File: src/rtl/alarm_ctrl_fsm_pkg.sv
// Shared types and constants for the anti-theft alarm sequencer.
package alarm_ctrl_fsm_pkg;

    localparam int unsigned STATE_W = 3;
    localparam int unsigned SEL_W   = 2;

    typedef enum logic [STATE_W-1:0] {
        ST_ARMED        = 3'd0,
        ST_TRIGGERED    = 3'd1,
        ST_SOUND_OPEN   = 3'd2,
        ST_SOUND_CLOSED = 3'd3,
        ST_DISARMED     = 3'd4,
        ST_WAIT_OPEN    = 3'd5,
        ST_WAIT_CLOSE   = 3'd6,
        ST_ARM_DELAY    = 3'd7
    } state_e;

    localparam logic [SEL_W-1:0] SEL_ARM    = 2'b00;
    localparam logic [SEL_W-1:0] SEL_DRIVER = 2'b01;
    localparam logic [SEL_W-1:0] SEL_PASS   = 2'b10;
    localparam logic [SEL_W-1:0] SEL_ALARM  = 2'b11;

    // States that own a running Timer interval and may consume its expiry.
    function automatic logic is_timed(input state_e s);
        return (s == ST_TRIGGERED) || (s == ST_SOUND_CLOSED) || (s == ST_ARM_DELAY);
    endfunction

endpackage

File: src/rtl/alarm_ctrl_fsm_expiry_qual.sv
// Timer expiry qualifier: tracks an owned countdown and masks the expired level
// during the start pulse and the cycle after it, while the Timer is still reloading.
module alarm_ctrl_fsm_expiry_qual (
    input  logic clk,
    input  logic reset,
    input  logic start_i,
    input  logic clear_i,
    input  logic expired_i,
    output logic exp_c_o
);

    logic tmr_run_q;
    logic start_prev_q;

    always_ff @(posedge clk) begin
        if (reset) begin
            tmr_run_q    <= 1'b0;
            start_prev_q <= 1'b0;
        end else begin
            start_prev_q <= start_i;
            if (start_i) begin
                tmr_run_q <= 1'b1;
            end else if (clear_i) begin
                tmr_run_q <= 1'b0;
            end
        end
    end

    assign exp_c_o = tmr_run_q & expired_i & ~start_i & ~start_prev_q;

endmodule

File: src/rtl/alarm_ctrl_fsm.sv
// Anti-theft alarm sequencer: door/ignition driven FSM with Timer handshake and siren/LED control.
// Build option REARM_ABORT_EN: passenger door also aborts the arming delay.
module alarm_ctrl_fsm
    import alarm_ctrl_fsm_pkg::*;
(
    input  logic               clk,
    input  logic               reset,
    input  logic               ignition,
    input  logic               door_driver,
    input  logic               door_pass,
    input  logic               reprogram,
    input  logic               expired,
    input  logic               one_hz_enable,
    output logic [SEL_W-1:0]   interval,
    output logic               start_timer,
    output logic               enable_siren,
    output logic               status,
    output logic [STATE_W-1:0] state_code
);

    state_e             state_q;
    logic [SEL_W-1:0]   interval_q;
    logic               start_q;
    logic               siren_q;
    logic               status_q;
    logic               exp_c;
    logic               clear_c;
    logic               door_any_c;
    logic               rearm_block_c;

    assign door_any_c = door_driver | door_pass;
    assign clear_c    = ~is_timed(state_q);

`ifdef REARM_ABORT_EN
    assign rearm_block_c = door_driver | door_pass;
`else
    assign rearm_block_c = door_driver;
`endif

    alarm_ctrl_fsm_expiry_qual u_expiry_qual (
        .clk       (clk),
        .reset     (reset),
        .start_i   (start_q),
        .clear_i   (clear_c),
        .expired_i (expired),
        .exp_c_o   (exp_c)
    );

    always_ff @(posedge clk) begin
        if (reset) begin
            state_q    <= ST_ARMED;
            interval_q <= SEL_ARM;
            start_q    <= 1'b0;
            siren_q    <= 1'b0;
            status_q   <= 1'b0;
        end else begin
            start_q <= 1'b0;
            if (reprogram) begin
                // Holding reprogram in ARMED keeps the blink running.
                state_q  <= ST_ARMED;
                siren_q  <= 1'b0;
                status_q <= (state_q == ST_ARMED) ? (status_q ^ one_hz_enable) : 1'b0;
            end else if (ignition) begin
                state_q  <= ST_DISARMED;
                siren_q  <= 1'b0;
                status_q <= 1'b0;
            end else begin
                case (state_q)
                    ST_ARMED: begin
                        if (door_driver) begin
                            state_q    <= ST_TRIGGERED;
                            interval_q <= SEL_DRIVER;
                            start_q    <= 1'b1;
                            status_q   <= 1'b1;
                        end else if (door_pass) begin
                            state_q    <= ST_TRIGGERED;
                            interval_q <= SEL_PASS;
                            start_q    <= 1'b1;
                            status_q   <= 1'b1;
                        end else begin
                            status_q <= status_q ^ one_hz_enable;
                        end
                    end
                    ST_TRIGGERED: begin
                        if (exp_c) begin
                            siren_q <= 1'b1;
                            if (door_any_c) begin
                                state_q <= ST_SOUND_OPEN;
                            end else begin
                                state_q    <= ST_SOUND_CLOSED;
                                interval_q <= SEL_ALARM;
                                start_q    <= 1'b1;
                            end
                        end
                    end
                    ST_SOUND_OPEN: begin
                        if (!door_any_c) begin
                            state_q    <= ST_SOUND_CLOSED;
                            interval_q <= SEL_ALARM;
                            start_q    <= 1'b1;
                        end
                    end
                    ST_SOUND_CLOSED: begin
                        if (door_any_c) begin
                            state_q <= ST_SOUND_OPEN;
                        end else if (exp_c) begin
                            state_q  <= ST_ARMED;
                            siren_q  <= 1'b0;
                            status_q <= 1'b0;
                        end
                    end
                    ST_DISARMED: begin
                        state_q <= ST_WAIT_OPEN;
                    end
                    ST_WAIT_OPEN: begin
                        if (door_driver) begin
                            state_q <= ST_WAIT_CLOSE;
                        end
                    end
                    ST_WAIT_CLOSE: begin
                        if (!rearm_block_c) begin
                            state_q    <= ST_ARM_DELAY;
                            interval_q <= SEL_ARM;
                            start_q    <= 1'b1;
                        end
                    end
                    ST_ARM_DELAY: begin
                        if (rearm_block_c) begin
                            state_q <= ST_WAIT_CLOSE;
                        end else if (exp_c) begin
                            state_q  <= ST_ARMED;
                            status_q <= 1'b0;
                        end
                    end
                    default: begin
                        state_q <= ST_ARMED;
                    end
                endcase
            end
        end
    end

    assign interval     = interval_q;
    assign start_timer  = start_q;
    assign enable_siren = siren_q;
    assign status       = status_q;
    assign state_code   = state_q;

endmodule

File: config.mk
export PLATFORM = sky130hd
export DESIGN_NAME = alarm_ctrl_fsm
export DESIGN_NICKNAME = d
export VERILOG_FILES = /design/src/rtl/alarm_ctrl_fsm_pkg.sv /design/src/rtl/alarm_ctrl_fsm_expiry_qual.sv /design/src/rtl/alarm_ctrl_fsm.sv
export SDC_FILE = /design/constraint.sdc
export NUM_CORES = 1
export LEC_CHECK = 0
export BUFFER_PORTS_ARGS = -buffer_cell sky130_fd_sc_hd__buf_2
export CAP_MARGIN = 20
export CORE_AREA = 10 10 47 49
export DETAILED_ROUTE_END_ITERATION = 10
export DIE_AREA = 0 0 57 59
export GPL_ROUTABILITY_DRIVEN = 0
export PLACE_DENSITY = 0.74
export SKIP_LAST_GASP = 1
export SLEW_MARGIN = 20
export SYNTH_ARGS = -nofsm -noshare
export SYNTH_HDL_FRONTEND = slang
export SYNTH_HIERARCHICAL = 1
export SYNTH_SLANG_ARGS = --single-unit
export TNS_END_PERCENT = 30
File: constraint.sdc
create_clock -name clk -period 3.95 [get_ports clk]
set_clock_uncertainty 0.15 [all_clocks]
set_input_delay 0.5925 -clock clk [delete_from_list [all_inputs] [get_ports clk]]
set_output_delay 0.5925 -clock clk [all_outputs]
set_load 0.005 [all_outputs]
==> impl_metrics.ini <==
[outcome]
status = finished clean

[detailed_routing]
wl_um = 1660
drcViolationCount = 0
drt-pass1-iter-count = 4
ant_nets = 0
vias_per_cell = 5.99
drt_iter0_drc = 4
avgRoutedWirePerCell_um = 15.2
vias = 653

[timing]
maxSlewViolCount = 0
worstMarginPinSlew_ns = 0.651
relSlewSlack_pct = 56.5
rsz0062_at_grt = false
period_minus_slack_ns = 1.97
hold_viol_final = 0
finalCritPeriodShare_pct = 50.0
finalSetupViolations = 0
final.setup.tns_ns = 0
max_freq_mhz = 507

[hold_path]
hold_class = reg2reg

[cells_and_area]
nets = 103
fillers = 147
drive_gt1_share_pct = 24.7
multi_input_area_um2 = 397
n_antenna_cell = 0
area_growth_pct = 12.6
regArea_um2 = 200
post-route-util_pct = 51.8

[critical_path]
max_stage_delay_ns = 0.74
cp_cell_sequence = buf_2
crit_start = state_code[1]
cp_max_fo = 19
critPathCaptureType = output port
r2r-start = state_code[1]
start_kind = flop
rrSetupSlack_ns = 2.07
rr_endpoint = start_timer
arrival_ns = 1.23
crit_family = flip-flops
reg2reg_depth = 4
crit_path_top_delay_cell = dfxtp_1
critPathCapture = state_code[1]
crit_buf_inv = 1
worstSetupPathType = reg2out
cp_num_cells = 1
required_ns = 3.21

[global_route]
grt.overflow.total = 0
antenna_found_initial = 0
grt_pass1_vias = 630
grt_pass1_wl_um = 2680
grt_max_degree = 20
grtUsageTotal_pct = 9.69

[yosys]
yosysTopAreaCellShare_pct = 31.1
synth_top_family_by_area = compound AO/OA/AOI/OAI gates
synth_edf_count = 0
synth-xor-area-share_pct = 0
synth_mux_area_share_pct = 0
synthAdderAreaFrac_pct = 0
yosysTopAreaCell = dfxtp_1
synth-async-reset-ratio_pct = 0
syn-num-nets = 88
synthFlopType = dfxtp_1
ys_warn_count = 6
synth.avg_cell_area_um2 = 8.05
ys_types = 37
synth-simple-area-share_pct = 27.4
synth_compound_area_share_pct = 34.2
seq_area_frac_synth_pct = 31.1
netlist_top_cells_count = dfxtp_1, nor2_1, a21oi_1, nand2_1, a211oi_1
netlist_instances = 80
synth_seq_cells = 10
synth_area_leaders = dfxtp_1, nor2_1, a21oi_1
syn-cell-area_um2 = 644

[cts]
holdBufCountCts = 0
clk-insertion-delay-late_ns = 0.26
cts_setup_buffers = 0
cts.path.max_buffers = 2
cts_resized = 0
clkSinkCount = 10
cts-buffers-inserted = 3
h-tree-depth = 1
cts_tree = done
clk_pin_slew_ns = 0.06
root_buffer = clkbuf_4

[power_and_ir_drop]
power_w = 0.000217
seq_power_share_pct = 50.6
power.share.combinational_pct = 17.5
pwr-share-clk_pct = 31.9
switching_share_pct = 27.1
leakage_nw = 0.300
p_int_w = 0.000158
p_sw_w = 0.0000588
pwr_density_cell_nw_per_um2 = 299
ir_drop_uv = 137

[placement]
dp_hpwl_um = 1180
numPortBuffers = 15

[run]
drv_cap = 0

[floorplanning]
start_util_pct = 46.0
core_area_um2 = 1400
chipWidth_um = 57
fp-row-count = 14
die_y_um = 59
dieArea_um2 = 3360
pin_count = 16
## final cells by class
type / count / area share (%)
Sequential cell: 10 / 27.6
Multi-Input combinational cell: 62 / 54.7
Timing Repair Buffer: 15 / 10.3
Inverter: 3 / 1.55
Tap cell: 16 / 2.76
Clock buffer: 3 / 3.10
## layer usage
layer | global-route usage (%) | share of wire (%)
met1 | 10.3 | 44
met2 | 15.5 | 47
met3 | 3.86 | 7.0
met4 | 6.71 | 1.6
met5 | 0 | 0
## worst min-delay path: stages, from the launching register on
cell,delay (ns)
dfxtp_1,0.32
inv_1,0.07
nor2_1,0.04
## layout by cell type, fill, tap and decap left out, types with 2 or more instances in the layout
cell type   n
a21oi_1     6
nor2_1     10
inv_1       3
or3_1       2
dfxtp_1    10
o21a_1      2
o22ai_1     2
clkbuf_4    3
nand2_1     6
nor3_1      3
buf_2      15
a211oi_1    4
a22o_1      2
nand2b_1    3
## worst min-delay path by stage
stage	startpoint	endpoint	slack, ns	cells past startpoint
final	start_timer	u_expiry_qual/start_prev_q	0.32	2
after global routing	start_timer	u_expiry_qual/start_prev_q	0.34	2
after CTS	enable_siren	enable_siren	0.33	2
after detailed placement	start_timer	u_expiry_qual/start_prev_q	0.32	2
after global placement	start_timer	u_expiry_qual/start_prev_q	0.31	2
after floorplan	u_expiry_qual/tmr_run_q	u_expiry_qual/tmr_run_q	0.29	2
## registers in the layout, summed over array words and instances (netlist names)
signal and cells:
enable_siren 1, interval 2, start_timer 1, state_code 3, status 1, u_expiry_qual/start_prev_q 1
u_expiry_qual/tmr_run_q 1
## kinds of logic (layout without fill, tap and decap cells)
group                  Yosys count  in the layout
DFF                             10             10
buffers and inverters            8             21
and+or+nand+nor                 33             33
AOI/OAI and AO/OA               29             29
## power groups by stage
stage	logic (W)	clock network, W	registers (W)
global route	0.0000419	0.0000773	0.000111
floorplan	0.0000276	0	0.000110
CTS	0.0000379	0.0000716	0.000110
detailed placement	0.0000373	0	0.000112
finish	0.0000380	0.0000692	0.000110
global placement	0.0000365	0	0.000112
## per-stage QoR
step	setup slack [ns]	cell area, um2	cells	hold WS (ns)
detailed placement	2.07	703	106	0.315
CTS	1.98	726	109	0.326
floorplan	2.27	644	80	0.289
global placement	2.09	703	106	0.308
global route	1.91	726	109	0.343
finish	1.98	726	109	0.322
(Power assumes the default switching activity.)
